## config.mk

```make
export PLATFORM = sky130hd
export DESIGN_NAME = prot_spi_tx_flat
export DESIGN_NICKNAME = d
export VERILOG_FILES = /design/src/rtl/prot_spi_tx_pkg.sv /design/src/rtl/prot_spi_tx_if.sv /design/src/rtl/prot_spi_tx_sclk_div_cnt.sv /design/src/rtl/prot_spi_tx.sv /design/src/flat_wrapper.sv
export SDC_FILE = /design/constraint.sdc
export NUM_CORES = 1
export LEC_CHECK = 0
export ABC_AREA = 1
export CORE_UTILIZATION = 30
export DETAILED_ROUTE_END_ITERATION = 16
export GPL_ROUTABILITY_DRIVEN = 0
export PLACE_DENSITY = 0.6
export SYNTH_ARGS = -nofsm -noshare
export SYNTH_HDL_FRONTEND = slang
export SYNTH_SLANG_ARGS = --single-unit
```

## constraint.sdc

```tcl
create_clock -name clk -period 2.1 [get_ports clk]
set_input_delay 0.42 -clock clk [delete_from_list [all_inputs] [get_ports clk]]
set_output_delay 0.42 -clock clk [all_outputs]
set_load 0.1 [all_outputs]
```

## src/rtl/prot_spi_tx_pkg.sv

```systemverilog
// Shared protocol definitions for the SPI transmitter and related protocol blocks.
package prot_pkg;

    typedef enum logic [1:0] {
        IDLE  = 2'd0,
        FRONT = 2'd1,
        SHIFT = 2'd2,
        BACK  = 2'd3
    } spi_tx_state_t;

    localparam int SPI_LEN16 = 16;
    localparam int SPI_LEN8  = 8;
    localparam int MIN_HALF  = 2;

endpackage

```

## src/rtl/prot_spi_tx_if.sv

```systemverilog
// Start/config inputs and SPI line outputs of the SPI master transmitter.
interface prot_spi_tx_if #(
    parameter int DIV_W = 8
);
    logic             wrt;
    logic [15:0]      tx_data;
    logic             len8;
    logic             samp_rise;
    logic [DIV_W-1:0] sclk_div;
    logic             SS_n;
    logic             SCLK;
    logic             MOSI;
    logic             busy;
    logic             done;

    modport master (
        output wrt, tx_data, len8, samp_rise, sclk_div,
        input  SS_n, SCLK, MOSI, busy, done
    );

    modport slave (
        input  wrt, tx_data, len8, samp_rise, sclk_div,
        output SS_n, SCLK, MOSI, busy, done
    );
endinterface

```

## src/rtl/prot_spi_tx_sclk_div_cnt.sv

```systemverilog
// Half-period counter: counts 0..half-1 while enabled and pulses tc on the last count.
module sclk_div_cnt #(
    parameter int DIV_W = 8
) (
    input  logic             clk,
    input  logic             rst,
    input  logic             en_i,
    input  logic             clr_i,
    input  logic [DIV_W-1:0] half_i,
    output logic             tc_o
);
    logic [DIV_W-1:0] cnt_q;
    logic [DIV_W-1:0] cnt_d;

    assign tc_o = en_i && (cnt_q == half_i - DIV_W'(1));

    always_comb begin
        cnt_d = cnt_q + DIV_W'(1);
        if (clr_i || !en_i || tc_o) begin
            cnt_d = '0;
        end
    end

    always_ff @(posedge clk or posedge rst) begin
        if (rst) begin
            cnt_q <= '0;
        end else begin
            cnt_q <= cnt_d;
        end
    end
endmodule

```

## src/rtl/prot_spi_tx.sv

```systemverilog
// SPI master transmitter: sends an 8- or 16-bit word MSB first with selectable sampling edge.
module prot_spi_tx
    import prot_pkg::*;
#(
    parameter int DIV_W = 8
) (
    input  logic          clk,
    input  logic          rst,
    prot_spi_tx_if.slave  bus
);
    localparam logic [1:0] S_IDLE  = IDLE;
    localparam logic [1:0] S_FRONT = FRONT;
    localparam logic [1:0] S_SHIFT = SHIFT;
    localparam logic [1:0] S_BACK  = BACK;

    logic [1:0]       state_q, state_d;
    logic [15:0]      shift_q, shift_d;
    logic             sclk_q, sclk_d;
    logic             done_q, done_d;
    logic [4:0]       samp_cnt_q, samp_cnt_d;
    logic             len8_q;
    logic             samp_rise_q;
    logic [DIV_W-1:0] half_q;

    logic             wrt_ok;
    logic             tc;
    logic             sclk_edge;
    logic             samp_edge;
    logic             last_edge;
    logic [4:0]       n_len;
    logic [DIV_W-1:0] half_eff;

    assign wrt_ok   = bus.wrt && (state_q == S_IDLE);
    assign n_len    = len8_q ? 5'(SPI_LEN8) : 5'(SPI_LEN16);
    assign half_eff = (bus.sclk_div < DIV_W'(MIN_HALF)) ? DIV_W'(MIN_HALF) : bus.sclk_div;

    sclk_div_cnt #(.DIV_W(DIV_W)) u_div (
        .clk    (clk),
        .rst    (rst),
        .en_i   (state_q != S_IDLE),
        .clr_i  (state_d != state_q),
        .half_i (half_q),
        .tc_o   (tc)
    );

    // The FRONT->SHIFT transition is itself SCLK edge 1, so both states generate edges.
    assign sclk_edge = tc && ((state_q == S_FRONT) || (state_q == S_SHIFT));
    assign samp_edge = sclk_edge && ((~sclk_q) == samp_rise_q);
    assign last_edge = tc && (state_q == S_SHIFT) && !sclk_q &&
                       (samp_rise_q ? (samp_cnt_q == n_len - 5'd1) : (samp_cnt_q == n_len));

    always_comb begin
        state_d    = state_q;
        shift_d    = shift_q;
        sclk_d     = sclk_q;
        samp_cnt_d = samp_cnt_q;
        done_d     = 1'b0;

        if (sclk_edge) begin
            sclk_d = ~sclk_q;
            if (samp_edge) begin
                samp_cnt_d = samp_cnt_q + 5'd1;
            end else if ((samp_cnt_q != 5'd0) && (samp_cnt_q < n_len)) begin
                shift_d = {shift_q[14:0], 1'b0};
            end
        end

        case (state_q)
            S_IDLE: begin
                if (bus.wrt) begin
                    state_d    = S_FRONT;
                    shift_d    = bus.len8 ? {bus.tx_data[7:0], 8'h00} : bus.tx_data;
                    samp_cnt_d = 5'd0;
                    sclk_d     = 1'b1;
                end
            end
            S_FRONT: begin
                if (tc) state_d = S_SHIFT;
            end
            S_SHIFT: begin
                if (last_edge) state_d = S_BACK;
            end
            default: begin
                if (tc) begin
                    state_d = S_IDLE;
                    done_d  = 1'b1;
                end
            end
        endcase
    end

    always_ff @(posedge clk or posedge rst) begin
        if (rst) begin
            state_q     <= S_IDLE;
            shift_q     <= 16'h0000;
            sclk_q      <= 1'b1;
            done_q      <= 1'b0;
            samp_cnt_q  <= 5'd0;
            len8_q      <= 1'b0;
            samp_rise_q <= 1'b0;
            half_q      <= DIV_W'(MIN_HALF);
        end else begin
            state_q    <= state_d;
            shift_q    <= shift_d;
            sclk_q     <= sclk_d;
            done_q     <= done_d;
            samp_cnt_q <= samp_cnt_d;
            if (wrt_ok) begin
                len8_q      <= bus.len8;
                samp_rise_q <= bus.samp_rise;
                half_q      <= half_eff;
            end
        end
    end

    assign bus.SS_n = (state_q == S_IDLE);
    assign bus.SCLK = sclk_q;
    assign bus.MOSI = shift_q[15];
    assign bus.busy = (state_q != S_IDLE);
    assign bus.done = done_q;
endmodule

```

## src/flat_wrapper.sv

```systemverilog
// flat-port wrapper written by rule: the top's interface ports become plain ports
module prot_spi_tx_flat import prot_pkg::*;
#(
    parameter int DIV_W = 8
)
  (clk, rst, bus_wrt, bus_tx_data, bus_len8, bus_samp_rise, bus_sclk_div, bus_SS_n, bus_SCLK, bus_MOSI, bus_busy, bus_done);
  prot_spi_tx_if #(.DIV_W(DIV_W)) bus_i ();
  input  logic clk;
  input  logic rst;
  input wire logic [$bits(bus_i.wrt)-1:0] bus_wrt;
  input wire logic [$bits(bus_i.tx_data)-1:0] bus_tx_data;
  input wire logic [$bits(bus_i.len8)-1:0] bus_len8;
  input wire logic [$bits(bus_i.samp_rise)-1:0] bus_samp_rise;
  input wire logic [$bits(bus_i.sclk_div)-1:0] bus_sclk_div;
  output wire logic [$bits(bus_i.SS_n)-1:0] bus_SS_n;
  output wire logic [$bits(bus_i.SCLK)-1:0] bus_SCLK;
  output wire logic [$bits(bus_i.MOSI)-1:0] bus_MOSI;
  output wire logic [$bits(bus_i.busy)-1:0] bus_busy;
  output wire logic [$bits(bus_i.done)-1:0] bus_done;
  assign bus_i.wrt = bus_wrt;
  assign bus_i.tx_data = bus_tx_data;
  assign bus_i.len8 = bus_len8;
  assign bus_i.samp_rise = bus_samp_rise;
  assign bus_i.sclk_div = bus_sclk_div;
  assign bus_SS_n = bus_i.SS_n;
  assign bus_SCLK = bus_i.SCLK;
  assign bus_MOSI = bus_i.MOSI;
  assign bus_busy = bus_i.busy;
  assign bus_done = bus_i.done;
  prot_spi_tx #(.DIV_W(DIV_W)) u_core (.clk(clk), .rst(rst), .bus(bus_i));
endmodule
```

==> run metrics <==
Startpoint Class flip-flop; Largest stage delay, worst path 0.54 ns; Final ANT Viol Nets 0; DR DRC count 0; Ant. Diodes 0; DP Area 3350 um2; Final min period ~2.2 ns; Synth Warn # 0; status complete, but fails checks; synth unique cells 37; ranking of synthesized cells by area dfrtp_1, nand2_1, inv_1; drt wl/cell 12.1 um; final critical-path share of the clock period 105%; drt pass-1 iters 4; row count 34; Area Overhead vs Synth 42.7%; core area 8680 um2; worst-path cell chain inv_2 > ha_4 > xnor2_2 > nor2_1 > nand3_2 > nor2_4 > nand2_4 > nor2_4 > buf_12 > nand2_8 > nor2_4 > nor2_1 > o21ai_1 > o21ai_1; Die Y 96.6 um; most common cell after layout, fill and taps aside nand2_1; Max Clock Freq between 0.4 and 0.5 GHz; HP Class input port to async pin; WP depth 14; fin area about 3800 um2; RSZ-0062 raised after global routing yes; Final Slew Violations 0; Worst path slowest cell dfstp_2; Die ar. between 9000 and 10000 um2; setup TNS -1.58 ns; Syn Area/Cell 7.32 um2; # IOs 34; CP max FO 6; area fraction of the dominant cell type after synthesis a little under two fifths; Buffers on Ports 33; synthesized instance count between 300 and 400; commonest cells after routing, fill and taps aside nand2_1, inv_1, dfrtp_1; syn nets ~410; most used cell along the critical path nor2_4; relative slew slack 55.4%; first-pass GRT wire length 11300 um; failing checks negative setup slack; final WL 6550 um; Synth Cell Area 2690 um2; DP HPWL about 4700 um; setup violators final 24; DIE WIDTH 96.6 um; Bufs on Longest Clock Path 2; critical path endpoint category flip-flop; Worst-path clk slew 0.09 ns; vias in the first global route around 2500; Yosys reg bits 43; Root Buffer clkbuf_8; H-Tree Depth 2; Skew-Pair Late Insertion Delay 0.30 ns; final hold vios 0; Critical Path AT 2.39 ns; layout cells sized above 1 between 20 and 30%; leak pwr 1.86 nW; Nets 474; clk sink count 43; Initial Utilization between 30% and 40%; Seq/Total Area, Yosys 40.1%; vias post-DR 2501; CTS Buf Count 5; largest net degree at the start of global routing 44; CP required 2.29 ns; Worst Path Buf+Inv 2; max-cap violation count 0; Vias/cell 4.61; total global-route track usage 14.6%; Hold-fix buffers, CTS 0; initial antenna violation count 0; Yosys top cell by area dfrtp_1; peak supply drop 0.197 mV; CP top delay family simple AND/OR/NAND/NOR gates; Fin Clk Skew 0.00986 ns; WS Path Type flip-flop to flip-flop; Slew @ Worst Pin about 0.67 ns; CTS tree yes; GRT overflow 0; Setup WS post-layout -0.105 ns; pwr/cell area between 300 and 400 nW/um2; FF-to-FF path depth 14; Initial DRC Count 82
## where the power goes
group	switching (W)	total [W]	internal, W
combinational	0.0000356	0.0000881	0.0000525
clock	0.000307	0.000608	0.000301
sequential	0	0.000827	0.000827
total	0.000342	0.00152	0.00118
## Yosys cell counts
master	instances
or4_1	1
o21ai_1	1
nor2_2	5
nor3_1	5
dfstp_2	2
nand4_1	1
nand2_2	2
a211oi_1	1
xor2_1	6
o211ai_1	9
o211ai_2	1
nand2_1	102
inv_1	56
clkbuf_1	3
a21oi_1	7
buf_6	2
buf_1	1
nor2_1	39
nand3b_1	2
or2_2	1
buf_2	1
o21bai_1	2
nand3_1	25
nor4_1	1
nor2_4	1
clkinv_1	1
a2111oi_4	1
o31ai_1	1
nand2_4	1
o22ai_1	1
a31o_2	1
dfrtp_1	41
clkinv_2	1
and3_1	2
o21ai_0	24
ha_1	11
xnor2_1	5
## tightest hold or removal path, stage by stage
cell	delay [ns]
clkdlybuf4s50_1	0.40
inv_1	0.09
buf_12	0.25
## per-stage QoR
stage               utilization (%)  worst slack [ns]  power [W]  std cells  hold WS (ns)
floorplan                         -            -0.412   0.000867        367         0.448
global placement               38.6            -0.155   0.000933        525         0.466
detailed placement             38.6            -0.182   0.000934        525         0.466
CTS                            42.0            -0.105    0.00154        542         0.483
global route                   44.2            -0.242    0.00158        543         0.515
finish                         44.2            -0.105    0.00152        543         0.481
## cell families after synthesis
family / Yosys count / share of synthesized area, %
flip-flops: 43 / 40.1
XOR/XNOR: 11 / 3.59
buffers and inverters: 65 / 9.73
AO/OA/AOI/OAI: 49 / 11.6
AND/OR/NAND/NOR: 188 / 29.8
adder cells (fa/ha/maj): 11 / 5.12
## flip-flops by register name (all words and copies together), names as in the netlist
signal / cells
u_core.bus.SCLK: 1
u_core.bus.done: 1
u_core.half_q: 8
u_core.len8_q: 1
u_core.samp_cnt_q: 5
u_core.samp_rise_q: 1
u_core.shift_q: 16
u_core.state_q: 2
u_core.u_div.cnt_q: 8
## repair_timing
item,in CTS,in global routing
setup buffers,6,1
endpoints found under the hold margin,0,0
cloned,3,0
endpoints found under the setup margin,28,31
pin swaps,9,23
gates resized for setup,25,55
## final timing paths
check,endpoint,slack (ns),from
max in group asynchronous,u_core.bus.SCLK,1.36,rst
min in group clk,u_core.shift_q[7],0.51,u_core.shift_q[7]
min reg2reg,u_core.shift_q[7],0.51,u_core.shift_q[7]
max,u_core.shift_q[6],-0.11,u_core.half_q[1]
min,u_core.half_q[4],0.48,rst
max reg2reg,u_core.shift_q[6],-0.11,u_core.half_q[1]
## cell type report
class                   instances  area [um2]
clock buffers                   8         100
fillers                       868        4840
inverters                      58         234
multi-input cells             261        1650
flip-flops and latches         43        1080
well taps                     108         135
repair buffers                 64         624
repair inverters                1        11.3
## routing by layer
metal / GRT usage, % / wire length (um) / vias up
met5: 0 / 0 / -
met4: 4.59 / 59 / 0
met3: 2.67 / 175 / 6
met2: 25.2 / 3270 / 41
met1: 18.5 / 3040 / 1156
li1: - / - / 1298
Note: power is estimated with default switching activity, not from simulation.
